### config.mk
export PLATFORM = sky130hd
export DESIGN_NAME = instruction_register
export DESIGN_NICKNAME = d
export VERILOG_FILES = /design/src/rtl/isa_pkg.sv /design/src/rtl/ir_field_split.sv /design/src/rtl/instruction_register.sv
export SDC_FILE = /design/constraint.sdc
export NUM_CORES = 1
export LEC_CHECK = 0
export ABC_AREA = 1
export BUFFER_PORTS_ARGS = -buffer_cell sky130_fd_sc_hd__buf_2
export CAP_MARGIN = 20
export CORE_MARGIN = 3
export CORE_UTILIZATION = 40
export DETAILED_ROUTE_END_ITERATION = 10
export HOLD_SLACK_MARGIN = 0.12
export PLACE_DENSITY_LB_ADDON = 0.08
export SLEW_MARGIN = 20
export SYNTH_ARGS = -nofsm -noshare
export SYNTH_HDL_FRONTEND = slang
export SYNTH_SLANG_ARGS = --single-unit
export TNS_END_PERCENT = 20
### constraint.sdc
create_clock -name clk -period 1.6 [get_ports clk]
set_input_delay 0.16 -clock clk [delete_from_list [all_inputs] [get_ports clk]]
set_output_delay 0.16 -clock clk [all_outputs]
set_load 0.05 [all_outputs]
### src/rtl/isa_pkg.sv
// Shared ISA definitions for the 16-bit RISC datapath: the instruction word
// width, per-field widths and bit positions, and the field typedefs used by
// the instruction register and the control unit.
package isa_pkg;

    localparam int FIELD_W  = 4;
    localparam int IR_WIDTH = 4 * FIELD_W;

    localparam int OPC_MSB = 15;
    localparam int OPC_LSB = 12;
    localparam int DA_MSB  = 11;
    localparam int DA_LSB  = 8;
    localparam int AA_MSB  = 7;
    localparam int AA_LSB  = 4;
    localparam int BA_MSB  = 3;
    localparam int BA_LSB  = 0;

    typedef logic [FIELD_W-1:0]  opcode_t;
    typedef logic [FIELD_W-1:0]  reg_addr_t;
    typedef logic [IR_WIDTH-1:0] ir_word_t;

endpackage : isa_pkg

### src/rtl/ir_field_split.sv
// Purely combinational split of an instruction word into opcode, DA, AA and
// BA. Kept as its own module so the control unit slices words identically.
module ir_field_split
    import isa_pkg::*;
(
    input  ir_word_t  word,
    output opcode_t   opcode,
    output reg_addr_t da,
    output reg_addr_t aa,
    output reg_addr_t ba
);

    assign opcode = word[OPC_MSB:OPC_LSB];
    assign da     = word[DA_MSB:DA_LSB];
    assign aa     = word[AA_MSB:AA_LSB];
    assign ba     = word[BA_MSB:BA_LSB];

endmodule : ir_field_split

### src/rtl/instruction_register.sv
// Instruction register: captures the fetched word when IL is high and
// presents its four fields to decode and the register file. Outputs are
// slices of the stored word only, so IR/IL never reach them combinationally.
// The reset input is asynchronous and active-low (0 clears the register).
// Optional feature: define INSTR_REG_VALID_EN to add ir_valid, which goes
// high on the first load after reset so decode can ignore the zero word.
module instruction_register
    import isa_pkg::*;
(
    input  logic      clk,
    input  logic      reset,
    input  logic      IL,
    input  ir_word_t  IR,
    output opcode_t   opcode,
    output reg_addr_t DA,
    output reg_addr_t AA,
    output reg_addr_t BA
`ifdef INSTR_REG_VALID_EN
    ,
    output logic      ir_valid
`endif
);

    ir_word_t ir_d;
    ir_word_t ir_q;

    // Next word: take the incoming instruction on a load, otherwise hold.
    always_comb begin
        ir_d = ir_q;
        if (IL) begin
            ir_d = IR;
        end
    end

    // Word register; reset clears it immediately without waiting for clk.
    always_ff @(posedge clk or negedge reset) begin
        if (!reset) begin
            ir_q <= '0;
        end else begin
            ir_q <= ir_d;
        end
    end

`ifdef INSTR_REG_VALID_EN
    logic valid_d;
    logic valid_q;

    // Valid becomes sticky on the first load and only reset clears it.
    always_comb begin
        valid_d = valid_q;
        if (IL) begin
            valid_d = 1'b1;
        end
    end

    // Valid flag register, cleared together with the word.
    always_ff @(posedge clk or negedge reset) begin
        if (!reset) begin
            valid_q <= 1'b0;
        end else begin
            valid_q <= valid_d;
        end
    end

    assign ir_valid = valid_q;
`endif

    ir_field_split u_split (
        .word   (ir_q),
        .opcode (opcode),
        .da     (DA),
        .aa     (AA),
        .ba     (BA)
    );

endmodule : instruction_register

Yosys cells after proc, flatten, opt, wreduce, memory -nomap -nowiden. Cells that the tools add are included.

Output and inout port bits: 16. Register bits after elaboration: 16. Input port bits: 19.

Depth between registers and ports, before layout. Gate-level depths: netlist (run 1).

Depth after elaboration: 0. Depth in mapped cells: 5. Mapped depth without buffers: 3.

Modules after synthesis. A second synthesis (run 1) with hierarchy kept.

Cell total of the unflattened synthesis: 84. Area, all modules: 764.5 um^2.

By module, submodules not included: instruction_register (area an instance 644.4 um^2, times used 1, cells each 68); ir_field_split (area an instance 120.1 um^2, times used 1, cells each 16).

Worst setup path after synthesis (run 1). Ideal clock, no wire load.

Path kind: reg2reg. From: register ir_q[10] (netlist name). To: register ir_q[10]. Data arrival time: 0.718 ns. Cell stages (with the launch flop): 3. Setup time: 0.119 ns. Setup slack: 0.763 ns. Clock period less this slack: 0.837 ns. Path through: dfrtp_1 nand2_2 nand2_1.

RTL lines: end signal, assigned (line instruction_register.sv:40) `ir_q <= ir_d;`; end, declared (line instruction_register.sv:25) `ir_word_t ir_q;`.

Worst setup path after layout (run 1).
From: register ir_q[12]. To: output port opcode[0].

RTL lines: end, declared (line instruction_register.sv:14) `output opcode_t opcode,`.

No word-level cell between the ends.

==> results.sh, run 1 <==
export IMPL_clk_pin_slew_worst_paths_ns=0.09
export IMPL_synth_simple_area_share_pct=29.90
export IMPL_gp_congestion=0.6645
export IMPL_finalSetupTns_ns=0
export IMPL_timing_rr_start="ir_q[1]"
export IMPL_clock_fmax_ghz=0.9172
export IMPL_worst_pin_slew_ns=0.3528
export IMPL_yosys_warnings=0
export IMPL_dp_hpwl_um=891.8
export IMPL_wl_met3_um=84
export IMPL_status="finished clean"
export IMPL_clock_path_buffers=2
export IMPL_finalClockSkew_ns=0
export IMPL_grt_pass1_vias=504
export IMPL_layout_common_cells="43 x nand2_1, 34 x buf_2, 17 x dlygate4sd3_1, 16 x dfrtp_1, 5 x nand2_2"
export IMPL_required_ns=1.44
export IMPL_numCtsBuffers=3
export IMPL_synth_xor_area_share_pct=0
export IMPL_netlist_area_leader_share_pct=62.14
export IMPL_vias_per_cell=4.244
export IMPL_drv_cap=0
export IMPL_die_y_um=46.14
export IMPL_cp_arrival_ns=0.93
export IMPL_grt_antenna_before_repair=0
export IMPL_fin_util_pct=71.29
export IMPL_worstHoldStart="IL"
export IMPL_place_area_um2=790.8
export IMPL_htree_levels=1
export IMPL_worstReg2RegEnd="ir_q[1]"
export IMPL_holdPathEnd="ir_q[13]"
export IMPL_relSlewSlack_pct=76.48
export IMPL_cts_tree="done"
export IMPL_num_vias=573
export IMPL_power_frac_seq_pct=45.9
export IMPL_combPwrFrac_pct=27.7
export IMPL_ir_drop_mv=0.6628
export IMPL_worst_path_max_delay_cell="dfrtp_1"
export IMPL_grt_pass1_wl_um=2380
export IMPL_clk_latency_ns=0.28
export IMPL_synthTopCellsByArea="dfrtp_1 62%, nand2_1 25%, nand2_2 4.9%"
export IMPL_synth_compound_area_share_pct=0
export IMPL_cp_cell_sequence="buf_2"
export IMPL_synth_distinct_cells=6
export IMPL_fp_dieArea_um2=2128
export IMPL_finalCriticalPeriod_ns=1.090
export IMPL_top_regs="ir_q (16)"
export IMPL_final_common_cell="nand2_1"
export IMPL_floorplan_initialDensity_pct=46.06
export IMPL_drc_errors=0
export IMPL_setup_worst_path_end_class="primary output"
export IMPL_antenna_cells=0
export IMPL_rsz0062_at_grt="no"
export IMPL_finalHoldViolations=0
export IMPL_ys_ff_latch=16
export IMPL_criticalPathCategory="register to primary output"
export IMPL_synth_top_family_by_area="simple AND/OR/NAND/NOR gates"
export IMPL_ios=35
export IMPL_placementRows=13
export IMPL_power_switching_w=0.0003397
export IMPL_dr_pass1_iters=3
export IMPL_power_leakage_nw=0.5717
export IMPL_ff2ff_setup_slack_ns=0.99
export IMPL_fin_cells=135
export IMPL_overflow=0
export IMPL_routed_top_layer="met4"
export IMPL_synthAdderAreaFrac_pct=0
export IMPL_fin_area_um2=997.2
export IMPL_netlist_area_um2=644.4
export IMPL_layout_drive_gt1_share_pct=36.67
export IMPL_wl_met1_um=611
export IMPL_areaGrowthSynthToFinish_pct=54.76
export IMPL_wl_per_cell_um=10.97
export IMPL_p_clk_share_pct=26.5
export IMPL_cp_slowest_stage_delay_ns=0.38
export IMPL_fin_crit_sh_pct=68.14
export IMPL_largest_reg_flops=16
export IMPL_cts_root_buffer="clkbuf_4"
export IMPL_finalMaxSlewViolations=0
export IMPL_syn_avg_cell_area_um2=9.476
export IMPL_cpLargestDelayFamily="flip-flops"
export IMPL_startpoint_type="register"
export IMPL_worst_path_buf_inv=1
export IMPL_synth_mux_area_share_pct=0
export IMPL_p_per_area_nw_per_um2=1006
export IMPL_finalSetupViolCount=0
export IMPL_synth_seq_area_share_pct=62.14
export IMPL_min_path_type="input pin to register"
export IMPL_ant_nets=0
export IMPL_core_area_um2=1399
export IMPL_p_int_w=0.0006632
export IMPL_layout_setup_ws_ns=0.5097
export IMPL_top_register="ir_q"
export IMPL_synth_nets=87
export IMPL_min_path_cells=3
export IMPL_nNetsFinal=140
export IMPL_clkSinkCount=16
export IMPL_die_w_um=46.14
export IMPL_synth_top_area_cell="dfrtp_1"
export IMPL_timing_critical_path_fanout_max=2
export IMPL_r2r_worst_path_cells=2
export IMPL_grt_use_total_pct=16.60
export IMPL_port_buffers=34
export IMPL_p_sw_share_pct=33.87
export IMPL_drt_initial_drc_count=3
export IMPL_wl_um=1481
export IMPL_dp_cells=114
export IMPL_place_ws_ns=0.7469
export IMPL_postCtsSetupBuffers=0
export IMPL_syn_inst=68
export IMPL_met2WireLength_um=766
export IMPL_grt_max_degree=18
tightest hold or removal path, stage by stage:
cell	delay, ns
buf_2	0.22
nand2_1	0.10
nand2_1	0.04
power groups by stage:
stage	clock network [W]	registers, W	logic, W
6_report	0.000265	0.000460	0.000277
5_1_grt	0.000297	0.000465	0.000297
4_1_cts	0.000277	0.000460	0.000280
3_5_place_dp	0	0.000467	0.000248
3_3_place_gp	0	0.000468	0.000246
2_1_floorplan	0	0.000596	0.0000547
Yosys cell counts (all sizes together):
master / count
buf: 3
inv: 1
dfrtp: 16
nand2: 48
routing by layer:
metal  track usage, %  vias up
met5                0        -
met4            10.23        0
met3            3.516        2
met2            26.37       16
met1            20.30      250
li1                 -      305
timing repair:
| item | in CTS | in global routing |
|---|---|---|
| hold endpoints to repair | 32 | 0 |
| resized for setup | 0 | 0 |
| hold buffers | 17 | 0 |
layout make-up:
type / count / area, um^2
Clock buffer: 4 / 36.28
Fill cell: 127 / 401.6
Inverter: 1 / 8.758
Multi-Input combinational cell: 48 / 192.7
Sequential cell: 16 / 400.4
Tap cell: 15 / 18.77
Timing Repair Buffer: 51 / 340.3
how the worst max path moves through the flow:
stage	depth (start not counted)	from	to	slack (ns)
3_5_place_dp	4	IL	ir_q[9]	0.75
4_1_cts	1	ir_q[10]	DA[2]	0.50
6_report	1	ir_q[12]	opcode[0]	0.51
5_1_grt	1	ir_q[12]	opcode[0]	0.45
2_1_floorplan	2	ir_q[10]	ir_q[10]	0.76
3_3_place_gp	4	IL	ir_q[8]	0.76
logic make-up (layout without fill, tap and decap cells):
group	count (synthesis)	in the layout
buf+inv	4	56
flops	16	16
simple gates	48	48
metrics by stage:
step	hold slack [ns]	power (W)
2_1_floorplan	-0.1356	0.0006506
3_3_place_gp	0.08887	0.0007138
3_5_place_dp	0.09166	0.0007155
4_1_cts	0.2525	0.001016
5_1_grt	0.2734	0.001058
6_report	0.2662	0.001003
Power figures use the tool's default switching activity.
==> inputs of run 2 (changes only) <==
==> constraint.sdc (replaced) <==
create_clock -name clk -period 1.1 [get_ports clk]
set_input_delay 0.11 -clock clk [delete_from_list [all_inputs] [get_ports clk]]
set_output_delay 0.11 -clock clk [all_outputs]
set_load 0.05 [all_outputs]
==> run 2 against run 1 <==
  * Power grew 37%
  * Combinational power grew 45%
  * First-iteration DRC count grew 130%
  * Critical path depth is the same
  * Clock skew is the same
  * Sequential power grew 45%
  * Final area shrank 1.4%
  * Count of clock-buffer cells in the layout shrank 1
  * Setup slack lost 0.46 ns
  * Final cell count shrank 0.74%
  * Sequential share of layout area grew 0.56 points
  * Largest cell class unchanged
  * Largest power group unchanged
  * Highest routed layer unchanged
==> results.sh, run 2 (same netlist as run 1, synthesis figures left out) <==
export IMPL_status="finished clean"
export IMPL_final_common_cell="nand2_1"
export IMPL_finalClockSkew_ns=0
export IMPL_finalHoldViolations=0
export IMPL_worst_pin_slew_ns=0.3514
export IMPL_drt_initial_drc_count=7
export IMPL_cp_slowest_stage_delay_ns=0.38
export IMPL_placementRows=13
export IMPL_fillers=132
export IMPL_core_area_um2=1399
export IMPL_grt_pass1_wl_um=2318
export IMPL_ios=35
export IMPL_ir_drop_mv=0.7213
export IMPL_power_leakage_nw=0.5645
export IMPL_top_register="ir_q"
export IMPL_startpoint_type="register"
export IMPL_finalMaxSlewViolations=0
export IMPL_relSlewSlack_pct=76.57
export IMPL_worst_path_max_delay_cell="dfrtp_1"
export IMPL_dr_pass1_iters=4
export IMPL_nNetsFinal=140
export IMPL_worst_path_buf_inv=1
export IMPL_clock_path_buffers=2
export IMPL_min_path_type="input pin to register"
export IMPL_finalSetupTns_ns=0
export IMPL_drc_errors=0
export IMPL_finalSetupViolCount=0
export IMPL_layout_setup_ws_ns=0.05167
export IMPL_clk_latency_ns=0.28
export IMPL_cts_resized=0
export IMPL_wl_um=1404
export IMPL_multi_input_comb_area_um2=192.7
export IMPL_layout_common_cells="43 x nand2_1, 34 x buf_2, 17 x dlygate4sd3_1, 16 x dfrtp_1, 5 x nand2_2"
export IMPL_floorplan_initialDensity_pct=46.06
export IMPL_num_vias=593
export IMPL_timing_critical_path_fanout_max=2
export IMPL_vias_per_cell=4.425
export IMPL_cts_tree="done"
export IMPL_gp_congestion=0.6545
export IMPL_fin_crit_sh_pct=95.30
export IMPL_layout_drive_gt1_share_pct=36.13
export IMPL_largest_reg_flops=16
export IMPL_cp_cell_sequence="buf_2"
export IMPL_clock_fmax_ghz=0.9539
export IMPL_port_buffers=34
export IMPL_drv_cap=0
export IMPL_clk_pin_slew_worst_paths_ns=0.09
export IMPL_htree_levels=1
export IMPL_die_y_um=46.14
export IMPL_required_ns=0.99
export IMPL_fin_util_pct=70.30
export IMPL_wl_per_cell_um=10.48
export IMPL_grt_use_total_pct=16.02
export IMPL_cp_arrival_ns=0.94
export IMPL_p_total_w=0.001374
export IMPL_antenna_cells=0
export IMPL_setup_worst_path_end_class="primary output"
export IMPL_top_regs="ir_q (16)"
export IMPL_p_per_area_nw_per_um2=1397
export IMPL_grt_antenna_before_repair=0
export IMPL_rsz0062_at_grt="no"
export IMPL_fp_dieArea_um2=2128
export IMPL_ant_nets=0
export IMPL_finalCriticalPeriod_ns=1.048
export IMPL_seq_area_um2=400.4
export IMPL_numCtsBuffers=3
export IMPL_cts_root_buffer="clkbuf_4"
export IMPL_postCtsSetupBuffers=0
export IMPL_clkSinkCount=16
export IMPL_dp_hpwl_um=883.1
export IMPL_areaGrowthSynthToFinish_pct=52.62
export IMPL_grt_max_degree=18
export IMPL_overflow=0
export IMPL_place_ws_ns=0.3067
export IMPL_die_w_um=46.14
export IMPL_cpLargestDelayFamily="flip-flops"
export IMPL_grt_pass1_vias=530
export IMPL_criticalPathCategory="register to primary output"
-- run 2: changes by cell type in the layout (fill, tap and decap cells not counted) --
cell and change:
clkbuf_8 -1
-- run 2: cell type report --
| cell class | instances | area share, % |
|---|---|---|
| Inverter | 1 | 0.8906 |
| Timing Repair Buffer | 51 | 34.61 |
| Clock buffer | 3 | 2.290 |
| Tap cell | 15 | 1.908 |
| Multi-Input combinational cell | 48 | 19.59 |
| Sequential cell | 16 | 40.71 |
-- run 2: path summary, 6_finish.rpt --
path                       startpoint       end  cells after the start  slack (ns)
setup / recovery              ir_q[5]     AA[1]                      1        0.05
hold / removal                     IL   ir_q[0]                      3        0.21
setup reg to reg              ir_q[5]   ir_q[5]                      2        0.48
hold reg to reg               ir_q[0]   ir_q[0]                      2        0.47
max in group asynchronous       reset   ir_q[0]                      2        0.57
min in group asynchronous       reset  ir_q[14]                      2        0.27
-- run 2: power by group --
part	total, W	switching, W	leakage, nW	internal (W)
Combinational	0.000403	0.000280	0.356	0.000124
Sequential	0.000668	0.0000279	0.195	0.000640
Clock	0.000303	0.000176	0.0138	0.000127
-- run 2: stage by stage --
step | hold slack (ns) | area [um^2] | instances
3_3_place_gp | 0.03973 | 790.8 | 114
6_report | 0.2092 | 983.4 | 134
5_1_grt | 0.2052 | 983.4 | 134
4_1_cts | 0.1998 | 983.4 | 134
3_5_place_dp | 0.04098 | 790.8 | 114
2_1_floorplan | -0.1856 | 644.4 | 68
-- run 2: routing by layer --
metal | up-vias | routed length [um] | track usage (%)
li1 | 307 | - | -
met1 | 262 | 619 | 17.78
met2 | 19 | 664 | 26.10
met3 | 5 | 82 | 5.078
met4 | 0 | 38 | 10.23
met5 | - | 0 | 0
-- run 2: what timing repair did --
item / in CTS / in global routing
endpoints found under the hold margin: 32 / 0
setup endpoints to repair: 0 / 0
hold buffers: 17 / 0
